`config.mk`:
```
export PLATFORM = sky130hd
export DESIGN_NAME = seg_score_display
export DESIGN_NICKNAME = d
export VERILOG_FILES = /design/src/rtl/seg_score_display.sv
export SDC_FILE = /design/constraint.sdc
export NUM_CORES = 1
export LEC_CHECK = 0
export CAP_MARGIN = 40
export CORE_AREA = 2 2 91 93
export CTS_BUF_LIST = sky130_fd_sc_hd__clkbuf_16
export DETAILED_ROUTE_END_ITERATION = 12
export DIE_AREA = 0 0 93 95
export GPL_TIMING_DRIVEN = 0
export HOLD_SLACK_MARGIN = 0.1
export PLACE_DENSITY = 0.83
export SLEW_MARGIN = 30
export SYNTH_ARGS = -nofsm -noshare
export SYNTH_HDL_FRONTEND = slang
export SYNTH_SLANG_ARGS = --single-unit
```
`constraint.sdc`:
```
create_clock -name clk -period 6.6 [get_ports clk]
set_clock_uncertainty 0.05 [all_clocks]
set_input_delay 1.98 -clock clk [delete_from_list [all_inputs] [get_ports clk]]
set_output_delay 1.98 -clock clk [all_outputs]
set_load 0.005 [all_outputs]
```
`src/rtl/seg_score_display.sv`:
```
// Score/speed display stage: saturating 3-digit BCD score, 4-digit scan, blink on loss.
// Optional macro LEAD_ZERO_BLANK_EN blanks leading zeros of the score.
module seg_score_display #(
    parameter int unsigned REFRESH_DIV = 32'h20000,
    parameter int unsigned FLASH_DIV   = 25000000
) (
    input  logic       clk,
    input  logic       reset_n,
    input  logic       tick,
    input  logic       clear,
    input  logic       lose,
    input  logic [1:0] speed,
    output logic [6:0] seg,
    output logic [3:0] an,
    output logic       dp
);

    typedef enum logic {
        PH_OFF = 1'b0,
        PH_ON  = 1'b1
    } phase_t;

    phase_t      phase, phase_next;
    logic [31:0] blink_cnt, blink_cnt_next;
    logic [31:0] presc;
    logic [1:0]  idx;
    logic [3:0]  d2, d1, d0;
    logic [3:0]  n2, n1, n0;
    logic [3:0]  digit_val;
    logic        digit_blank;

    function automatic logic [6:0] seg7(input logic [3:0] v);
        case (v)
            4'd0:    seg7 = 7'b1000000;
            4'd1:    seg7 = 7'b1111001;
            4'd2:    seg7 = 7'b0100100;
            4'd3:    seg7 = 7'b0110000;
            4'd4:    seg7 = 7'b0011001;
            4'd5:    seg7 = 7'b0010010;
            4'd6:    seg7 = 7'b0000010;
            4'd7:    seg7 = 7'b1111000;
            4'd8:    seg7 = 7'b0000000;
            4'd9:    seg7 = 7'b0010000;
            default: seg7 = 7'b1111111;
        endcase
    endfunction

    // Score: clear wins over tick; increments stop at 999 and while lose is high.
    always_comb begin
        n2 = d2;
        n1 = d1;
        n0 = d0;
        if (clear) begin
            n2 = '0;
            n1 = '0;
            n0 = '0;
        end else if (tick && !lose && !(d2 == 4'd9 && d1 == 4'd9 && d0 == 4'd9)) begin
            if (d0 != 4'd9) begin
                n0 = d0 + 4'd1;
            end else begin
                n0 = '0;
                if (d1 != 4'd9) begin
                    n1 = d1 + 4'd1;
                end else begin
                    n1 = '0;
                    n2 = d2 + 4'd1;
                end
            end
        end
    end

    always_ff @(posedge clk or negedge reset_n) begin
        if (!reset_n) begin
            d2 <= '0;
            d1 <= '0;
            d0 <= '0;
        end else begin
            d2 <= n2;
            d1 <= n1;
            d0 <= n0;
        end
    end

    always_ff @(posedge clk or negedge reset_n) begin
        if (!reset_n) begin
            presc <= REFRESH_DIV - 1;
            idx   <= '0;
        end else if (presc == '0) begin
            presc <= REFRESH_DIV - 1;
            idx   <= idx + 2'd1;
        end else begin
            presc <= presc - 32'd1;
        end
    end

    always_comb begin
        phase_next     = phase;
        blink_cnt_next = blink_cnt;
        if (!lose) begin
            phase_next     = PH_ON;
            blink_cnt_next = FLASH_DIV - 1;
        end else if (blink_cnt == '0) begin
            phase_next     = (phase == PH_ON) ? PH_OFF : PH_ON;
            blink_cnt_next = FLASH_DIV - 1;
        end else begin
            blink_cnt_next = blink_cnt - 32'd1;
        end
    end

    always_ff @(posedge clk or negedge reset_n) begin
        if (!reset_n) begin
            phase     <= PH_ON;
            blink_cnt <= FLASH_DIV - 1;
        end else begin
            phase     <= phase_next;
            blink_cnt <= blink_cnt_next;
        end
    end

    always_comb begin
        digit_val   = d0;
        digit_blank = 1'b0;
        case (idx)
            2'd0: digit_val = d0;
            2'd1: begin
                digit_val = d1;
`ifdef LEAD_ZERO_BLANK_EN
                digit_blank = (d2 == 4'd0) && (d1 == 4'd0);
`else
                digit_blank = 1'b0;
`endif
            end
            2'd2: begin
                digit_val = d2;
`ifdef LEAD_ZERO_BLANK_EN
                digit_blank = (d2 == 4'd0);
`else
                digit_blank = 1'b0;
`endif
            end
            default: digit_val = (speed == 2'd3) ? 4'd3 : {2'b00, speed} + 4'd1;
        endcase
    end

    // Output gating follows phase_next so a falling lose re-enables the display on the same edge.
    always_ff @(posedge clk or negedge reset_n) begin
        if (!reset_n) begin
            seg <= '1;
            an  <= '1;
            dp  <= 1'b1;
        end else begin
            seg <= digit_blank ? 7'b1111111 : seg7(digit_val);
            if (phase_next == PH_ON) begin
                an <= ~(4'b0001 << idx);
                dp <= (idx != 2'd3);
            end else begin
                an <= '1;
                dp <= 1'b1;
            end
        end
    end

endmodule

```
# Word-level counts from Yosys, hierarchy flattened
# Memory sizes are Yosys's and may differ from the RTL's. A register that Yosys moved wholly into a read port is not among the register bits.
# Index checks and enable logic that the tools add are counted.
# W data, S select, Z words.
[word_totals]
reg_bits = 84
latch_bits = 0
ramBits = 0
mem_bits_ro = 112
input_bits = 7
output_inout_bits = 12
elab_cells = 64
n_memories = 1
[classes]
addsub = 7
multipliers = 0
n_div = 0
magnitude_cmp = 0
eq_ne = 11
shift = 1
muxes = 21
bitwise = 1
n_reduce_logical = 13
[mem_list]
columns = ["memory", "depth", "width", "read_ports", "rd_ports_with_merged_regs", "write_ports", "line_no", "rtl"]
rows = [
  ["(name not given)", 16, 7, 1, 1, 0, "33", "case (v)"],
]
[ops]
columns = ["operator", "n"]
rows = [
  ["$mux W32", 3],
  ["$logic_not A32 Y1", 2],
  ["$sub A32 B1 Y32 const B", 2],
  ["$mux W4", 12],
  ["$add A4 B1 Y4 const B", 3],
  ["$eq A4 B4 Y1 const B", 3],
  ["$pmux W4 S3", 1],
  ["$ne A4 B4 Y1 const B", 2],
  ["$ne A2 B2 Y1 const B", 3],
  ["$eq A2 B2 Y1 const B", 2],
  ["$logic_and A1 B1 Y1", 4],
  ["$mux W1", 4],
  ["$not A4 Y4", 1],
  ["$shl A1 B2 Y4 const A", 1],
  ["$add A2 B1 Y3 const B", 1],
  ["$logic_not A1 Y1", 3],
  ["$mux W3", 1],
  ["$reduce_and A3 Y1", 1],
  ["$add A2 B1 Y2 const B", 1],
  ["$eq A2 B1 Y1 const B", 1],
  ["$logic_not A2 Y1", 1],
  ["$reduce_and A2 Y1", 1],
  ["$reduce_bool A2 Y1", 1],
]

# Longest topological paths before layout
[logic_depth]
ltp_word = 7
mapped_depth = 9
mapped_depth_nobuf = 9

# Worst setup path before layout
# No wires, ideal clock.
[synth_timing]
path_kind = "in2reg"
startpoint = "input lose"
endpoint = "register d1[2]"
setup_ns = 0.078
arrival_time_ns = 3.079
t_required_ns = 6.472
slack_ns = 3.393
stages = 5
path_buffers = 1
path_cell_list = "clkbuf_1 -> nor2b_1 -> o211ai_1 -> or4_1 -> a21oi_1"
[synth_via]
elab_chain_cells = 5
[synth_lines]
columns = ["element", "line_no", "rtl"]
rows = [
  ["start, declared", "11", "input logic lose,"],
  ["$logic_not A1 Y1", "n/a", ""],
  ["$logic_and A1 B1 Y1 (2 in a row)", "57", "end else if (tick && !lose && !(d2 == 4'd9 && d1 == 4'd9 && d0 == 4'd9)) begin"],
  ["$reduce_bool A2 Y1 (no line)", "n/a", ""],
  ["$reduce_and A2 Y1 (no line)", "n/a", ""],
  ["end signal, assigned", "79", "d1 <= n1;"],
  ["end, declared", "27", "logic [3:0] d2, d1, d0;"],
]
# Every way passes these cells.
# A chain may end at the register's enable or synchronous reset.

# Final worst setup path
[layout_timing]
startpoint = "register an[3]"
endpoint = "output an[3]"
[layout_lines]
columns = ["element", "line_no", "rtl"]
rows = [
  ["start, declared", "14", "output logic [3:0] an,"],
  ["start signal, assigned", "154", "an <= ~(4'b0001 << idx);"],
]
# No word-level cell between the ends.

==> results.yml <==
outcome:
  status: "finished clean"
grt:
  grt_pass1_vias: 3543
  grt_use_total_pct: 23.22
  grt_pass1_wl_mm: 16.24
  antenna_found_initial: 0
  grt_remaining_overflow: 0
  grt_max_degree: 68
power_and_ir_drop:
  ir_drop_v: 0.0001376
  internal-power_uw: 932.3
  p_comb_share_pct: 2.6
  p_switching_uw: 235.6
  clock_power_share_pct: 49.6
  sw_frac_of_total_pct: 20.17
  power_density_nw_per_um2: 221.0
  p_leak_nw: 2.123
  p_total_mw: 1.168
  seqPwrFrac_pct: 47.9
place:
  gp_congestion: 0.8333
  dp_hpwl_mm: 6.246
  placed_cells: 576
  dp_slack_ns: 2.919
  placed_area_um2: 4943
  numPortBuffers: 17
synth:
  synth_edf_count: 0
  synth_top_area_share_pct: 26.20
  yosys.cell_types.count: 49
  avgSynthCellArea_um2: 10.18
  syn_nets: 478
  yosysWarnings: 0
  async_reset_ff_share_pct: 100.0
  synth_area_leaders: "dfstp_2 26%, dfrtp_1 24%, xnor2_1 4.9%"
  ys.flop_type: "dfstp_2"
  netlist_instances: 453
  synth_top_cell_by_area: "dfstp_2"
  ys_seq_elements: 90
  yosysSeqAreaShare_pct: 50.07
  syn_area_um2: 4613
timing:
  rsz0062_at_grt: "false"
  relSlewSlack_pct: 47.44
  maxSlewViolCount: 0
  setup_tns_ns: 0
  worst_pin_slew_ns: 0.7812
  finalCriticalPeriod_ns: 3.506
  hold_viol_final: 0
  fin_ws_ns: 3.094
  setup_viol: 0
  post-route-period-util_pct: 53.12
  max_freq_mhz: 285.2
die:
  core_area_um2: 7928
  ioPinCount: 19
  die_h_um: 95
  num_rows: 33
  die-area_um2: 8835
  initial_core_util_pct: 58.19
  die_x_um: 93
drt:
  routedWlPerCell_um: 15.45
  drc: 0
  drtIter0Drc: 180
  firstDrtPassIters: 6
  antenna_left: 0
  routed_wl_mm: 9.159
  avgViaCountPerCell: 5.943
  vias: 3524
clock_tree:
  postCtsHoldBufs: 0
  cts.path.max_buffers: 2
  cts_resized: 0
  clock-sinks: 90
  tritoncts: "yes"
  post_cts_buffers: 0
  cts-root-buf: "clkbuf_16"
  ctsHtreeMaxLevel: 3
  cts_buffers: 9
  path_clk_slew_ns: 0.06
  insertion_delay_ns: 0.34
worst_setup_path:
  path_max_fanout: 2
  critical_path_class: "reg2out"
  cp-end-kind: "output pin"
  start_kind: "flop"
  crit_arrival_ns: 1.48
  required_ns: 4.57
flow_run:
  cap_violations: 0
layout:
  fin_nets: 508
  design_area_um2: 5284
  area_growth_pct: 14.54
  drive_above_1_share_pct: 16.60
  diodes: 0
  fillers: 592
  fin_cells: 593
hold_path:
  hp-class: "reg2reg"
synth_stat cells (13+ instances only):
cell type	instances
nand2_1	48
nor2_1	47
dfstp_2	46
dfrtp_1	44
xnor2_1	26
ha_1	18
or3_1	18
o21ai_0	17
nor3_1	16
xor2_1	16
a21oi_1	15
or4_1	15
inv_1	14
nor4_1	13
area by class of cell:
class                      instances  area (um2)  share of cell area (%)
buffer                            15       76.32                   1.444
clock buffer                       9       225.2                   4.262
clock inverter                     7       110.1                   2.084
inverter                          14       52.55                  0.9946
multi-input combinational        334        2175                   41.16
sequential                        90        2310                   43.71
tap                              105       131.4                   2.486
timing repair buffer              19       203.9                   3.860
power groups by stage:
stage	clock network, mW	logic, mW	registers (mW)
detailed placement	0	0.0310	0.568
finish	0.579	0.0298	0.559
global placement	0	0.0273	0.568
global route	0.610	0.0347	0.559
CTS	0.584	0.0310	0.559
floorplan	0	0.0107	0.567
metrics by stage:
stage | hold slack, ns | utilization [%]
finish | 0.4190 | 66.65
global route | 0.4477 | 66.65
CTS | 0.4213 | 66.59
detailed placement | 0.4053 | 62.36
global placement | 0.3962 | 61.99
floorplan | 0.3841 | -
layer usage:
layer | part of all wire, % | vias up | track usage [%] | wire length, um
li1 | - | 1667 | - | -
met1 | 43 | 1758 | 29.23 | 3930
met2 | 51 | 79 | 39.79 | 4708
met3 | 3.6 | 20 | 3.352 | 332
met4 | 2.0 | 0 | 10.78 | 187
met5 | 0 | - | 0 | 0
worst paths after layout:
| kind | from | to | slack, ns | cells past startpoint |
|---|---|---|---|---|
| worst max-delay path | an[3] | an[3] | 3.09 | 2 |
| worst min-delay path | presc[0] | presc[0] | 0.42 | 1 |
| worst max register to register | blink_cnt[10] | blink_cnt[11] | 3.64 | 7 |
| worst min register to register | presc[0] | presc[0] | 0.42 | 1 |
| max in group asynchronous | reset_n | presc[16] | 4.44 | 2 |
| min in group asynchronous | reset_n | blink_cnt[26] | 1.43 | 1 |
layout by cell type, fill, tap and decap left out, types with 15 or more instances in the layout:
| cell | n |
|---|---|
| a21oi_1 | 15 |
| clkdlybuf4s50_1 | 16 |
| dfrtp_1 | 44 |
| dfstp_2 | 46 |
| ha_1 | 18 |
| inv_1 | 15 |
| nand2_1 | 48 |
| nor2_1 | 47 |
| nor3_1 | 16 |
| o21ai_0 | 17 |
| or3_1 | 18 |
| or4_1 | 15 |
| xnor2_1 | 26 |
| xor2_1 | 16 |
state kept, by name (all words and copies together) (netlist names):
register   count
seg            7
d2             4
d1             4
an             4
phase          1
d0             4
blink_cnt     32
idx            2
presc         32
worst max-delay path, cell delays in order, from the launching register on:
cell,delay (ns)
dfstp_2,0.55
buf_4,0.10
clkdlybuf4s50_1,0.48
cells by family (layout without fill, tap and decap cells):
kind of cell    after synthesis  after routing  share of synthesized area, %
fa+ha+maj                    18             18                         4.882
compound gates               54             54                         7.404
buf+inv                      29             64                         2.794
flops                        90             90                         50.07
xor+xnor                     42             42                         7.974
simple gates                207            207                         23.90
mux                          13             13                         2.983
No activity file was read; power rests on OpenSTA's default activity.
